$ cat config.mk
export PLATFORM = sky130hd
export DESIGN_NAME = lector_azules
export DESIGN_NICKNAME = d
export VERILOG_FILES = /design/src/rtl/lector_azules_pkg.sv /design/src/rtl/lector_azules_arbitro_rr.sv /design/src/rtl/lector_azules.sv
export SDC_FILE = /design/constraint.sdc
export NUM_CORES = 1
export LEC_CHECK = 0
export CAP_MARGIN = 40
export CORE_MARGIN = 2
export CORE_UTILIZATION = 35
export CTS_CLUSTER_SIZE = 30
export DETAILED_ROUTE_END_ITERATION = 7
export HOLD_SLACK_MARGIN = 0.03
export PLACE_DENSITY = 0.66
export SLEW_MARGIN = 30
export SYNTH_ARGS = -nofsm -noshare
export SYNTH_HDL_FRONTEND = slang
export SYNTH_SLANG_ARGS = --single-unit
export TNS_END_PERCENT = 10
$ cat constraint.sdc
create_clock -name clk -period 2.4 [get_ports clk]
set_clock_uncertainty 0.1 [all_clocks]
set_input_delay 0.36 -clock clk [delete_from_list [all_inputs] [get_ports clk]]
set_output_delay 0.36 -clock clk [all_outputs]
set_load 0.05 [all_outputs]
$ cat src/rtl/lector_azules_pkg.sv
// Shared definitions for lector_azules: FSM encoding, counter-select constants
// and default widths.
package lector_azules_pkg;

   localparam int DATA_W_DEF = 12;
   localparam int CNT_W_DEF  = 5;
   localparam int N_CH       = 4;

   localparam logic [2:0] IDX_TOTAL = 3'd4;

   typedef enum logic [1:0] {
      ST_RESET  = 2'd0,
      ST_INIT   = 2'd1,
      ST_IDLE   = 2'd2,
      ST_ACTIVE = 2'd3
   } state_t;

   // Round-robin successor of a channel id.
   function automatic logic [1:0] next_ch(input logic [1:0] ch);
      return ch + 2'd1;
   endfunction

endpackage

$ cat src/rtl/lector_azules_arbitro_rr.sv
// 4-way round-robin priority picker: first non-empty channel at or after i_ptr
// wins, producing a one-hot grant and its 2-bit id.
module arbitro_rr
   import lector_azules_pkg::*;
(
   input  logic [N_CH-1:0] i_empty,
   input  logic            i_en,
   input  logic [1:0]      i_ptr,
   output logic [N_CH-1:0] o_grant,
   output logic [1:0]      o_id,
   output logic            o_valid
);

   logic [N_CH-1:0] w_req;
   logic [N_CH-1:0] w_rot;
   logic [1:0]      w_sel [N_CH];
   logic            w_found;
   logic [1:0]      w_off;

   assign w_req = ~i_empty;

   // w_rot[k] is the request of channel ptr+k, so the lowest set bit is the winner.
   for (genvar gi = 0; gi < N_CH; gi++) begin : g_rot
      assign w_sel[gi] = i_ptr + 2'(gi);
      assign w_rot[gi] = w_req[w_sel[gi]];
   end

   always_comb begin
      w_found = 1'b0;
      w_off   = 2'd0;
      for (int k = N_CH - 1; k >= 0; k--) begin
         if (w_rot[k]) begin
            w_found = 1'b1;
            w_off   = 2'(k);
         end
      end
      o_id    = i_ptr + w_off;
      o_valid = i_en & w_found;
      o_grant = '0;
      if (o_valid) o_grant[o_id] = 1'b1;
   end

endmodule

$ cat src/rtl/lector_azules.sv
// lector_azules: drains the four blue FIFOs round-robin into one downstream
// stream and keeps per-channel and total push counters readable via req/idx.
module lector_azules
   import lector_azules_pkg::*;
#(
   parameter int DATA_W = DATA_W_DEF,
   parameter int CNT_W  = CNT_W_DEF
) (
   input  logic                   clk,
   input  logic                   reset,
   input  logic                   init,
   input  logic [4*DATA_W-1:0]    data_azules,
   input  logic [3:0]             empty_azules,
   output logic [3:0]             pop_fifo_azules,
   input  logic                   almost_full_out,
   output logic [DATA_W-1:0]      data_out,
   output logic                   push_out,
   input  logic                   req,
   input  logic [2:0]             idx,
   output logic [CNT_W-1:0]       salida_contador,
   output logic                   valid_contador,
   output logic                   idle
);

   state_t            r_state;
   state_t            w_state_next;
   logic [1:0]        r_ptr;
   logic [N_CH-1:0]   w_grant;
   logic [1:0]        w_id;
   logic              w_pop;
   logic              w_en;
   logic              w_clear;
   logic              r_push;
   logic [1:0]        r_ch;
   logic [CNT_W-1:0]  r_cnt [N_CH];
   logic [CNT_W-1:0]  r_total;
   logic [CNT_W-1:0]  r_sal;
   logic              r_valid;
   logic              r_idle;
   logic [CNT_W-1:0]  w_rd_val;
   logic [DATA_W-1:0] w_slice [N_CH];

   for (genvar gi = 0; gi < N_CH; gi++) begin : g_slice
      assign w_slice[gi] = data_azules[gi*DATA_W +: DATA_W];
   end

   assign w_en = (r_state == ST_ACTIVE) & ~almost_full_out;

   arbitro_rr u_arb (
      .i_empty (empty_azules),
      .i_en    (w_en),
      .i_ptr   (r_ptr),
      .o_grant (w_grant),
      .o_id    (w_id),
      .o_valid (w_pop)
   );

   assign pop_fifo_azules = w_grant;

   always_comb begin
      w_state_next = r_state;
      case (r_state)
         ST_RESET:  w_state_next = ST_RESET;
         ST_INIT:   if (!init) w_state_next = ST_IDLE;
         ST_IDLE:   if (!(&empty_azules)) w_state_next = ST_ACTIVE;
         ST_ACTIVE: if (&empty_azules) w_state_next = ST_IDLE;
         default:   w_state_next = ST_RESET;
      endcase
      if (init) w_state_next = ST_INIT;
   end

   always_ff @(posedge clk or posedge reset) begin
      if (reset) begin
         r_state <= ST_RESET;
         r_idle  <= 1'b0;
         r_ptr   <= 2'd0;
         r_push  <= 1'b0;
         r_ch    <= 2'd0;
      end else begin
         r_state <= w_state_next;
         r_idle  <= (w_state_next == ST_IDLE);
         r_push  <= w_pop;
         if (w_pop) begin
            r_ptr <= next_ch(w_id);
            r_ch  <= w_id;
         end
      end
   end

   // The FIFO presents popped data one cycle after the pop, i.e. in the push
   // cycle, so the registered channel id selects it directly.
   assign data_out = r_push ? w_slice[r_ch] : '0;
   assign push_out = r_push;

   // Clearing wins over an in-flight increment, including the last INIT cycle.
   assign w_clear = init | (r_state == ST_INIT);

   always_ff @(posedge clk or posedge reset) begin
      if (reset) begin
         for (int i = 0; i < N_CH; i++) r_cnt[i] <= '0;
         r_total <= '0;
      end else if (w_clear) begin
         for (int i = 0; i < N_CH; i++) r_cnt[i] <= '0;
         r_total <= '0;
      end else if (r_push) begin
         for (int i = 0; i < N_CH; i++) begin
            if (r_ch == 2'(i)) r_cnt[i] <= r_cnt[i] + 1'b1;
         end
         r_total <= r_total + 1'b1;
      end
   end

   always_comb begin
      w_rd_val = '0;
      if (idx < IDX_TOTAL)       w_rd_val = r_cnt[idx[1:0]];
      else if (idx == IDX_TOTAL) w_rd_val = r_total;
   end

   always_ff @(posedge clk or posedge reset) begin
      if (reset) begin
         r_sal   <= '0;
         r_valid <= 1'b0;
      end else begin
         r_sal   <= req ? w_rd_val : '0;
         r_valid <= req;
      end
   end

   assign salida_contador = r_sal;
   assign valid_contador  = r_valid;
   assign idle            = r_idle;

endmodule

[Word-level counts from Yosys, hierarchy flattened]
Cells that the tools add are included.
Cells by class
  bitwise gates (word level): 7
  equal/unequal tests: 8
  multiplexer cells: 41
  add/subtract/negate cells: 10
  reductions and logical operators: 13
  $lt $le $gt $ge: 9
Operators with widths (number)
  5-bit 2-to-1 mux: 11
  20-bit 2-to-1 mux: 2
  12-bit 2-to-1 mux: 3
  5-bit by 1-bit adder with 5-bit output (second input constant): 5
  12-bit binary-select mux with 2-bit select: 1
  2-bit by 3-bit < comparator with 1-bit output (second input constant): 5
  2-bit 2-to-1 mux: 7
  5-bit binary-select mux with 2-bit select: 1
  2-bit equality test (second input constant): 5
  2-bit nonzero test: 5
  1-bit 2-to-1 mux: 9
  1-bit binary-select mux with 2-bit select: 4
  2-bit one-hot mux with 4 select lines: 1
  2-bit AND reduction: 4
  3-bit >= comparator (second input constant): 2
  2-bit NOT with 3-bit output: 2
  2-bit by 1-bit adder with 2-bit output (second input constant): 2
  2-bit adder (second input constant): 2
  2-bit by 1-bit equality test with 1-bit output (second input constant): 2
  2-bit logical NOT: 2
  4-bit 2-to-1 mux: 1
  4-bit NOT: 1
  4-bit AND reduction: 1
  3-bit equality test (second input constant): 1
  other kinds (8): 9
Word-level totals
  word-level logic and storage cells: 100
  bits in registers: 39
  output and inout bits: 24
  bits of input ports: 60

[Depth between registers and ports, before layout]
  depth in word-level cells: 13
  mapped depth: 11
  depth with buffers taken out: 10

[Hierarchy]
From an unflattened synthesis, not the netlist that was laid out.
Second synthesis, totals
  cell total of the unflattened synthesis: 238
  area, all modules: 2518.7 sq um
By module, submodules not included
  lector_azules: instances 1, area an instance 2262.2 sq um, cells an instance 201, sequential area each 975.9 sq um
  arbitro_rr: instances 1, area an instance 256.5 sq um, cells an instance 37, sequential area each 0.0 sq um

[Worst setup path before layout]
No wires, ideal clock.
  path kind: reg-to-output
  start point: register r_ptr[0]
  end point: output pop_fifo_azules[0]
  required time: 1.940 ns
  cell stages (with the launch flop): 10
  arrival time: 3.002 ns
  buffers on the path: 2
  path slack: -1.062 ns
  cell sequence: dfrtp_1 buf_2 nand2b_1 o22a_1 o221ai_1 a21o_1 ha_1 buf_1 xnor3_2 nor3_1
On the way
  cells in the longest elaborated chain, start to end: 13
  elaborated cells on any way between the ends: 27
  those cells by class: add/sub: 4; order compare: 2; mux: 19; bitwise: 1; reduce/logical: 1
Ends and longest elaborated chain
  start, declared: RTL line lector_azules.sv:27  | logic [1:0] r_ptr;
  start signal, assigned: RTL line lector_azules.sv:84  | r_ptr <= next_ch(w_id);
  2-bit adder: RTL line lector_azules_arbitro_rr.sv:24  | assign w_sel[gi] = i_ptr + 2'(gi);
  1-bit binary-select mux with 2-bit select: RTL line lector_azules_arbitro_rr.sv:25  | assign w_rot[gi] = w_req[w_sel[gi]];
  1-bit 2-to-1 mux (implied by the code): RTL line lector_azules_arbitro_rr.sv:25
  2-bit 2-to-1 mux (4 in a row): RTL line lector_azules_arbitro_rr.sv:32  | if (w_rot[k]) begin
  2-bit adder: RTL line lector_azules_arbitro_rr.sv:37  | o_id = i_ptr + w_off;
  2-bit by 3-bit < comparator with 1-bit output (implied by the code) or 2-bit by 1-bit >= comparator with 1-bit output (tied branches): RTL line lector_azules_arbitro_rr.sv:40  | if (o_valid) o_grant[o_id] = 1'b1;
  1-bit logical AND (implied by the code): RTL line lector_azules_arbitro_rr.sv:40
  1-bit 2-to-1 mux (implied by the code): RTL line lector_azules_arbitro_rr.sv:40
  1-bit demux with 2-bit select
  4-bit 2-to-1 mux *: RTL line lector_azules_arbitro_rr.sv:40
  end, declared: RTL line lector_azules.sv:14  | output logic [3:0] pop_fifo_azules,
Every way passes the cells marked *; elsewhere a longest branch is shown, timed or not. The select of a mux whose other input is x is not followed.

[Final worst setup path]
Ends and elaborated chain as after synthesis.

==> impl_summary.txt <==
----------------------------------------------------
[Global routing]
  Overall routing resource usage ... 16.94%
  First-pass GRT wire length ... 10500 um
  Maximum number of pins on one net before global-route repair ... 40
  Vias in the first global route ... 2202
  Antenna violations before repair ... 0
  Leftover overflow at the end of global routing ... 0

[CTS]
  Clk root buf ... clkbuf_8
  Clock slew seen by the registers of the worst setup and hold paths ... 0.07 ns
  TritonCTS clock tree ... built
  Worst-case clock buffer depth ... 2
  Total number of H-tree levels ... 2
  Hold buffer count at cts ... 0
  TritonCTS sink count ... 39
  Number of buffers created by CTS ... 5
  Clock latency on the worst-skew pair ... 0.29 ns

[Synthesis]
  Multiplexer area fraction after synthesis ... 17.32%
  Main area contributors after synthesis ... dfrtp_1 38%, mux4_2 15%, xor2_1 5.1%
  Sequential area share after synthesis ... 38.05%
  Warnings, synthesis ... 0
  Number of enable flip-flop cells after synthesis ... 0
  Area fraction in compound gates after synthesis ... 6.878%
  Simple-gate share of the synthesized area ... 22.63%
  Share of the synthesized netlist area taken by xor and xnor gates ... 7.756%
  Cell variety after synth ... 44
  Mean area per synthesized cell ... 10.64 um^2
  Gate count after technology mapping ... 241
  Area share of the largest cell type after synthesis ... 38.05%
  Adder-cell area share of the yosys netlist ... 3.415%
  Area of the mapped netlist ... 2565 um^2
  Predominant post-synthesis flop cell ... dfrtp_1
  Share of flip-flops with an asynchronous set or reset after synthesis ... 100.0%
  Dominant combinational cell family by area after synthesis ... simple AND/OR/NAND/NOR gates
  Number of flip-flops and latches in the synthesized netlist ... 39
  Post-synth top area cell ... dfrtp_1
  Number of nets produced by synthesis ... 308

[Placement]
  Count of input and output buffers ... 83
  Global placement routability congestion ... 0.8151
  Setup Slack @ Placement ... -0.5555 ns
  Detailed placement HPWL ... 4912 um

[STA]
  Setup-failing EPs final ... 4
  Final period demand of the worst path ... 2.689 ns
  WHS ... 0.3883 ns
  Setup ws final ... -0.2891 ns
  Slew of the pin with the lowest slew margin ... 0.6622 ns
  Final cycle utilization of the critical path ... 112.0%
  Max-slew violation total from the final report ... 0
  Unrepaired setup endpoints after global routing ... true
  Count of endpoints failing hold in the final timing report ... 0
  Worst-case headroom to the max-slew limit ... 55.85%
  Maximum clock frequency ... 371.9 MHz

[Power and ir drop]
  Relative contribution of combinational cells to total power ... 51.4%
  Internal cell power ... 1.619 mW
  Max VDD drop ... 0.0004885 V
  Power density over the cells ... 671.7 nW/um^2
  Switching power ... 898.5 uW
  Fraction of power spent switching nets ... 35.68%
  Clock network fraction of total power ... 17.6%
  Total leakage power ... 1.588 nW
  Portion of total power attributed to sequential cells ... 31.0%

[Detailed routing]
  WL per Instance ... 14.25 um
  Post-Route WL ... 6199 um
  Total via count after detailed routing ... 2147
  Vias/cell ... 4.936
  Detailed router's first-iteration violation count ... 79
  1st-pass router iterations ... 4
  Number of nets with antenna violations after detailed routing ... 0
  Residual DRC count ... 0

[Final layout]
  Sequential cell area ... 975.9 um^2
  Diodes inserted ... 0
  Fraction of layout cells with a size suffix above 1 ... 24.11%
  Number of inserted filler cells in the final layout ... 655
  Area of the multi-input gates ... 1534 um^2
  Synthesis-to-layout area growth ... 46.15%
  Layout net count ... 403

[Setup path]
  Critical path required time ... 1.94 ns
  Maximum single-stage delay on the critical path ... 0.42 ns
  Worst-path fanout max ... 5
  Critical path arrival ... 2.23 ns
  Library cell contributing the largest single delay on the critical path ... dfrtp_1
  Crit. End Element ... output pin
  Critical Path Source Type ... flop
  Setup slack of the worst register-to-register path ... 0 ns
  Kind of critical path ... reg2out
  Sequence of cells on the critical path ... nand2b_4 -> o22a_1 -> o221ai_2 -> a21o_1 -> ha_2 -> xnor3_2 -> nor3_4 -> buf_12

[Worst hold path]
  Class of the tightest hold or removal check ... in2async

[Job]
  # Max-Cap Violations ... 0

[Status]
  Result of the run ... finished with violations
  Failing checks ... negative setup slack

[Floorplan]
  Die boundary height ... 89.61 um
  Initial Utilization ... 35.75%
  Area of the placeable core ... 7176 um^2
  Chip width ... 89.61 um
  DIE AREA ... 8029 um^2
  Site Rows ... 31
  IO Count ... 84

----------------------------------------------------
## cell usage after synthesis, types with 3 or more instances
master	instances
dfrtp_1	39
nor2_1	32
nand2_1	22
mux4_2	17
xor2_1	15
and2_1	13
nand4_1	12
clkbuf_1	9
nand3_1	9
ha_1	7
nand2b_1	7
buf_2	6
mux2i_1	5
xnor2_1	5
a21boi_1	3
## worst max-delay path, delay by kind of cell, from the launching register on
kind	cells	cell delay [ns]
buf+inv	1	0.16
fa+ha+maj	1	0.19
compound gates	3	0.46
flops	1	0.42
simple gates	2	0.38
xor+xnor	1	0.33
## area by class of cell
type                       instances  area share, %
clock inverter                     1         0.1335
clock buffer                       6          2.203
timing repair buffer             106          27.10
tap                               99          3.304
inverter                           3         0.3004
sequential                        39          26.03
multi-input combinational        181          40.92
## path summary, 6_finish.rpt
| path | to | depth (start not counted) | from |
|---|---|---|---|
| worst min register to register | r_cnt[19]$_DFFE_PP0P_ | 2 | r_cnt[19]$_DFFE_PP0P_ |
| worst max register to register | r_ptr[1]$_DFFE_PP0P_ | 12 | r_ptr[0]$_DFFE_PP0P_ |
| max in group asynchronous | r_cnt[8]$_DFFE_PP0P_ | 3 | reset |
| min in group clk | r_cnt[19]$_DFFE_PP0P_ | 2 | r_cnt[19]$_DFFE_PP0P_ |
| worst min-delay path | r_ptr[0]$_DFFE_PP0P_ | 3 | reset |
| worst max-delay path | pop_fifo_azules[0] | 8 | r_ptr[0]$_DFFE_PP0P_ |
## registers in the layout (all words and copies together) (netlist names)
| name | cells |
|---|---|
| r_cnt | 20 |
| r_total | 5 |
| salida_contador | 5 |
| r_ch | 2 |
| r_ptr | 2 |
| r_state | 2 |
| idle | 1 |
| push_out | 1 |
| valid_contador | 1 |
## cell families after synthesis
kind of cell	Yosys count
AOI/OAI and AO/OA	18
xor gates and xnor gates	21
adders and majority gates	7
buffers and inverters	21
DFF	39
muxes	23
and+or+nand+nor	112
## cell usage in the layout (no fill, tap or decap), types with 2 or more instances in the layout
cell and n:
a21boi_1 3, inv_1 2, buf_4 33, buf_6 2, nand4_1 12, and3b_1 2
ha_1 6, nand2b_1 6, a21boi_0 2, nand3b_1 2, clkbuf_8 6, nand3_1 9
mux4_2 17, nand2_1 22, mux2i_1 5, and2_1 13, clkdlybuf4s50_1 63, xnor2_1 5
nor2_1 31, xor2_1 15, a21o_1 2, dfrtp_1 39, o21ai_2 2, dlygate4sd2_1 4
buf_12 4
## power groups by stage
stage	sequential, mW	combinational [mW]	clock, mW
2_1_floorplan	0.743	0.943	0
3_3_place_gp	0.791	1.26	0
3_5_place_dp	0.791	1.28	0
4_1_cts	0.779	1.29	0.456
5_1_grt	0.790	1.39	0.478
6_report	0.779	1.29	0.444
## repair_timing
action	4_1_cts	5_1_grt
resized for setup	7	1
endpoints found under the setup margin	5	5
setup buffers	0	1
pin swaps	3	2
## metrics by stage
step | cell area, um^2 | TNS, ns | utilization (%) | total power, mW | instances
2_1_floorplan | 2616 | -0.4928 | - | 1.686 | 241
3_3_place_gp | 3642 | -2.174 | 50.76 | 2.048 | 427
3_5_place_dp | 3642 | -2.404 | 50.76 | 2.076 | 427
4_1_cts | 3735 | -0.9758 | 52.05 | 2.526 | 434
5_1_grt | 3749 | -1.516 | 52.24 | 2.660 | 435
6_report | 3749 | -0.9756 | 52.24 | 2.518 | 435
## routing by layer
metal	vias to the layer above	track usage, %	share of wire, %
li1	1043	-	-
met1	1046	21.28	43
met2	46	29.28	51
met3	12	3.656	4.6
met4	0	5.020	1.4
met5	-	0	0
(Power assumes the default switching activity.)
